`src/rtl/prog_loader.sv`:
```
// Boot-time program loader: holds the CPU in reset, streams instruction words into
// consecutive memory addresses, then hands the memory back and releases the CPU.
module prog_loader #(
  parameter int                 DATA_W    = 16,
  parameter int                 ADDR_W    = 16,
  parameter logic [ADDR_W-1:0]  BASE_ADDR = '0,
  parameter int                 MAX_WORDS = 256,
  parameter int                 HOLD_CYC  = 10
) (
  input  logic              clk,
  input  logic              reset,
  input  logic              load_start,
  input  logic              load_valid,
  output logic              load_ready,
  input  logic [DATA_W-1:0] load_data,
  input  logic              load_last,
  output logic [ADDR_W-1:0] mem_addr,
  output logic [DATA_W-1:0] mem_wdata,
  output logic              mem_we,
  output logic              my_sel,
  output logic              cpu_rst,
  output logic              done,
  output logic              error,
  output logic [ADDR_W-1:0] word_count
);

  localparam int CNT_W  = $clog2(MAX_WORDS + 1);
  localparam int HOLD_W = (HOLD_CYC > 1) ? $clog2(HOLD_CYC) : 1;

  typedef enum logic [2:0] {
    S_IDLE,
    S_HOLD,
    S_LOAD,
    S_DRAIN,
    S_RUN,
    S_ERR
  } state_t;

  state_t              r_state, w_next;
  logic [HOLD_W-1:0]   r_hold_cnt;
  logic [CNT_W-1:0]    r_acc_cnt;
  logic [ADDR_W-1:0]   r_word_count;
  logic [ADDR_W-1:0]   r_mem_addr;
  logic [DATA_W-1:0]   r_mem_wdata;
  logic                r_mem_we;
  logic                w_at_limit, w_accept, w_start, w_hold_done;
  logic                w_load_ready, w_cpu_rst, w_bench_sel, w_done, w_error;

  // Limit tracks accepted beats, not completed writes, so the write pipeline
  // cannot let beat MAX_WORDS+1 slip through.
  assign w_at_limit  = (r_acc_cnt == CNT_W'(MAX_WORDS));
  assign w_accept    = load_valid && w_load_ready;
  assign w_start     = load_start && (r_state inside {S_IDLE, S_RUN, S_ERR});
  assign w_hold_done = (r_hold_cnt == HOLD_W'(HOLD_CYC - 1));

  // NOTE: every signal gets a default before the case so no path leaves it
  // unassigned, which would otherwise infer a latch.
  always_comb begin
    w_next       = r_state;
    w_load_ready = 1'b0;
    w_cpu_rst    = 1'b1;
    w_bench_sel  = 1'b1;
    w_done       = 1'b0;
    w_error      = 1'b0;
    case (r_state)
      S_IDLE:  if (load_start) w_next = S_HOLD;
      S_HOLD:  if (w_hold_done) w_next = S_LOAD;
      S_LOAD: begin
        w_load_ready = !w_at_limit;
        if (load_valid && !w_at_limit && load_last) w_next = S_DRAIN;
        else if (load_valid && w_at_limit)          w_next = S_ERR;
      end
      S_DRAIN: w_next = S_RUN;
      S_RUN: begin
        w_cpu_rst   = 1'b0;
        w_bench_sel = 1'b0;
        w_done      = 1'b1;
        if (load_start) w_next = S_HOLD;
      end
      S_ERR: begin
        w_error = 1'b1;
        if (load_start) w_next = S_HOLD;
      end
      default: w_next = S_IDLE;
    endcase
  end

  // NOTE: sequential state uses non-blocking assignments so every register
  // samples the pre-edge values regardless of statement order.
  always_ff @(posedge clk or negedge reset) begin
    if (!reset) begin
      r_state      <= S_IDLE;
      r_hold_cnt   <= '0;
      r_acc_cnt    <= '0;
      r_word_count <= '0;
      r_mem_addr   <= BASE_ADDR;
      r_mem_wdata  <= '0;
      r_mem_we     <= 1'b0;
    end else begin
      r_state  <= w_next;
      r_mem_we <= w_accept;
      if (w_accept) begin
        r_mem_addr  <= BASE_ADDR + ADDR_W'(r_acc_cnt);
        r_mem_wdata <= load_data;
        r_acc_cnt   <= r_acc_cnt + CNT_W'(1);
      end
      if (w_start) begin
        r_word_count <= '0;
        r_acc_cnt    <= '0;
        r_hold_cnt   <= '0;
      end else begin
        if (r_mem_we)          r_word_count <= r_word_count + ADDR_W'(1);
        if (r_state == S_HOLD) r_hold_cnt   <= r_hold_cnt + HOLD_W'(1);
      end
    end
  end

  assign load_ready = w_load_ready;
  assign mem_addr   = r_mem_addr;
  assign mem_wdata  = r_mem_wdata;
  assign mem_we     = r_mem_we;
  assign my_sel  = w_bench_sel;
  assign cpu_rst    = w_cpu_rst;
  assign done       = w_done;
  assign error      = w_error;
  assign word_count = r_word_count;

endmodule

```
`config.mk`:
```
export PLATFORM = sky130hd
export DESIGN_NAME = prog_loader
export DESIGN_NICKNAME = d
export VERILOG_FILES = /design/src/rtl/prog_loader.sv
export SDC_FILE = /design/constraint.sdc
export NUM_CORES = 1
export LEC_CHECK = 0
export CAP_MARGIN = 20
export CORE_MARGIN = 1
export CORE_UTILIZATION = 39
export CTS_BUF_LIST = sky130_fd_sc_hd__clkbuf_8
export DETAILED_ROUTE_END_ITERATION = 10
export PLACE_DENSITY_LB_ADDON = 0.3
export SLEW_MARGIN = 25
export SYNTH_ARGS = -nofsm -noshare
export SYNTH_HDL_FRONTEND = slang
export SYNTH_SLANG_ARGS = --single-unit
```
`constraint.sdc`:
```
create_clock -name clk -period 2.7 [get_ports clk]
set_input_delay 0.405 -clock clk [delete_from_list [all_inputs] [get_ports clk]]
set_output_delay 0.405 -clock clk [all_outputs]
set_load 0.05 [all_outputs]
```
==> impl_results.md <==
- Core Region: 6760 um2
- Combinational Power Share: 0.378
- Core Rows: 30
- Post-CTS Setup Bufs: 0
- Global-route wire length before repair: 8.65 mm
- H-Tree Depth: 3
- Initial Util: 0.403
- Synthesis-to-finish area growth: 33.6%
- Power density cells: 873 nW/um2
- Yosys Warn Count: 0
- Share of layout cells above drive strength 1: 0.150
- Main flop type after synthesis: dfrtp_1
- GPL Wtd Cong: 0.839
- Switching Fraction: 0.383
- Commonest non-fill, non-tap cell in the layout: clkdlybuf4s50_1
- CTS Sinks: 58
- Clock slew at reported path FFs: 60 ps
- Die footprint: 7320 um2
- Final period util: 0.927
- Starting DRT DRC Count: 47
- Vias: 1955
- Asr flop ratio synth: 1.00
- Worst EP arrival: 2100 ps
- Synthesis-stage register bit count: 58
- Tmin final: 2500 ps
- EDFF count, synth: 0
- P_leak: 1.60 nW
- Setup tns final: 0 ps
- RSZ-0062 raised after global routing: no
- Setup ws final: 198 ps
- Design area: 3640 um2
- Final hold viol count: 0
- Clk buf depth: 2
- Cells after synthesis: 242
- Antenna Nets Post-Route: 0
- Fmax: 400 MHz
- Status: finished clean
- IO Pins: 75
- Worst relative slew slack: 0.529
- Post-CTS Hold Buffers: 0
- PortBufs: 67
- Post-CTS sizing: 0
- Nets: 340
- WL/cell: 13.0 um
- Worst slew pin tran: 706 ps
- Critical path class: flop to output pin
- Pins Over Slew Limit: 0
- Finished Layout Cells: 399
- Startpoint types: flop
- Filler cells: 625
- Post-synthesis sequential area ratio: 0.533
- Mapped cell area: 2720 um2
- Syn_area_per_cell: 11.3 um2
- Antenna diode count: 0
- DP HPWL: 3.65 mm
- Vias/cell: 4.90
- Internal power: 0.00196 W
- Vias in the first global route: 1899
- Total grt overflow: 0
- Die H: 85.6 um
- DRC viols: 0
- Final Skew: 7.87 ps
- Max-Cap Viols: 0
- Die X: 85.6 um
- WHS: 131 ps
- Most frequent cells in the layout: clkdlybuf4s50_1 (65), dfrtp_1 (58), nor2_1 (23)
- Peak supply drop: 505 uV
- Final WL: 5.18 mm
- Unique cell type count in the Yosys netlist: 38
- Crit path required time: 2300 ps
- Total track usage: 0.153
- Reg power frac: 0.375
- Max FO, Critical Path: 7
- Num CTS Buffers: 9
- Placed cells: 383
- CTS tree: built
- Sw Pwr: 0.00122 W
- Clk_lat worst skew: 330 ps
- CP endpoint kind: output pin
- Post-Place Cell Area: 3440 um2
- Detailed Routing Iterations Pass 1: 4
- Antenna violations before repair: 0
- CTS root buf: clkbuf_8
- Clock share of power: 0.247
- Largest net degree at the start of global routing: 31
- Worst Hold Class: input port to async pin
- Post-Place Setup Slack: 452 ps
- Final setup viols: 0
## stage by stage
step,power [W],utilization
detailed placement,0.00242,0.509
CTS,0.00322,0.539
finish,0.00318,0.539
global route,0.00334,0.539
global placement,0.00239,0.509
floorplan,0.00201,-
## cell families after synthesis
family,Yosys count,share of synthesized area
flops,58,0.533
xor+xnor,19,0.0611
other cells,1,0.00138
buf+inv,28,0.0584
mux,27,0.117
simple gates,85,0.164
fa+ha+maj,5,0.0230
compound gates,19,0.0423
## power by group through the flow
stage | Clock, W | Sequential (W) | Combinational (W)
2_1_floorplan | 0 | 0.00162 | 0.000387
3_3_place_gp | 0 | 0.00120 | 0.00119
3_5_place_dp | 0 | 0.00121 | 0.00121
4_1_cts | 0.000811 | 0.00119 | 0.00121
5_1_grt | 0.000852 | 0.00122 | 0.00127
6_report | 0.000785 | 0.00119 | 0.00120
## synth_stat cells (3+ instances only)
| cell | n | area, um2 |
|---|---|---|
| a21oi_1 | 5 | 25.0 |
| buf_4 | 8 | 60.1 |
| buf_6 | 3 | 33.8 |
| clkbuf_1 | 5 | 18.8 |
| dfrtp_1 | 58 | 1450 |
| ha_1 | 5 | 62.6 |
| inv_1 | 11 | 41.3 |
| mux2_2 | 19 | 214 |
| mux2_4 | 5 | 75.1 |
| mux2i_1 | 3 | 30.0 |
| nand2_1 | 13 | 48.8 |
| nand2b_1 | 3 | 18.8 |
| nand3_1 | 9 | 45.0 |
| nand4_1 | 8 | 50.1 |
| nor2_1 | 23 | 86.3 |
| nor3_1 | 6 | 30.0 |
| nor4_1 | 4 | 25.0 |
| o21ai_0 | 8 | 40.0 |
| or2_2 | 3 | 18.8 |
| or3_1 | 4 | 25.0 |
| or4_1 | 3 | 22.5 |
| xnor2_1 | 11 | 96.3 |
| xor2_1 | 8 | 70.1 |
## worst paths after layout
kind / startpoint / endpoint / slack [ps] / depth (start not counted)
worst max-delay path: r_state[1] / done / 200 / 5
worst min register to register: mem_wdata[4] / mem_wdata[4] / 510 / 1
worst max register to register: r_acc_cnt[2] / mem_wdata[14] / 620 / 4
max in group asynchronous: reset / r_acc_cnt[0] / 1970 / 2
worst min-delay path: reset / r_acc_cnt[8] / 130 / 1
min in group clk: mem_wdata[4] / mem_wdata[4] / 510 / 1
## metal layers
layer / vias to the layer above / GRT usage / routed length (um) / part of all wire
li1: 965 / - / - / -
met1: 934 / 0.186 / 2400 / 0.46
met2: 52 / 0.248 / 2480 / 0.48
met3: 4 / 0.0645 / 269 / 0.052
met4: 0 / 0.0485 / 32 / 0.0062
met5: - / 0 / 0 / 0
## sequential cells by signal, indices dropped and copies added (netlist names)
register / count
mem_wdata: 16
word_count: 16
mem_addr: 9
r_acc_cnt: 9
r_hold_cnt: 4
r_state: 3
mem_we: 1
## cell type report
cell class | instances | area (um2) | share of cell area
tap | 80 | 100 | 0.0275
inverter | 11 | 41.3 | 0.0113
clock inverter | 5 | 46.3 | 0.0127
timing repair buffer | 72 | 713 | 0.196
sequential | 58 | 1450 | 0.399
multi-input combinational | 162 | 1130 | 0.312
clock buffer | 11 | 151 | 0.0416
## worst max-delay path, cell delays in order (launching register included)
cell	delay [ps]
dfrtp_1	440
inv_1	130
nand2_1	70
or2_2	290
inv_1	60
clkdlybuf4s50_1	790
Note: power is estimated with default switching activity, not from simulation.
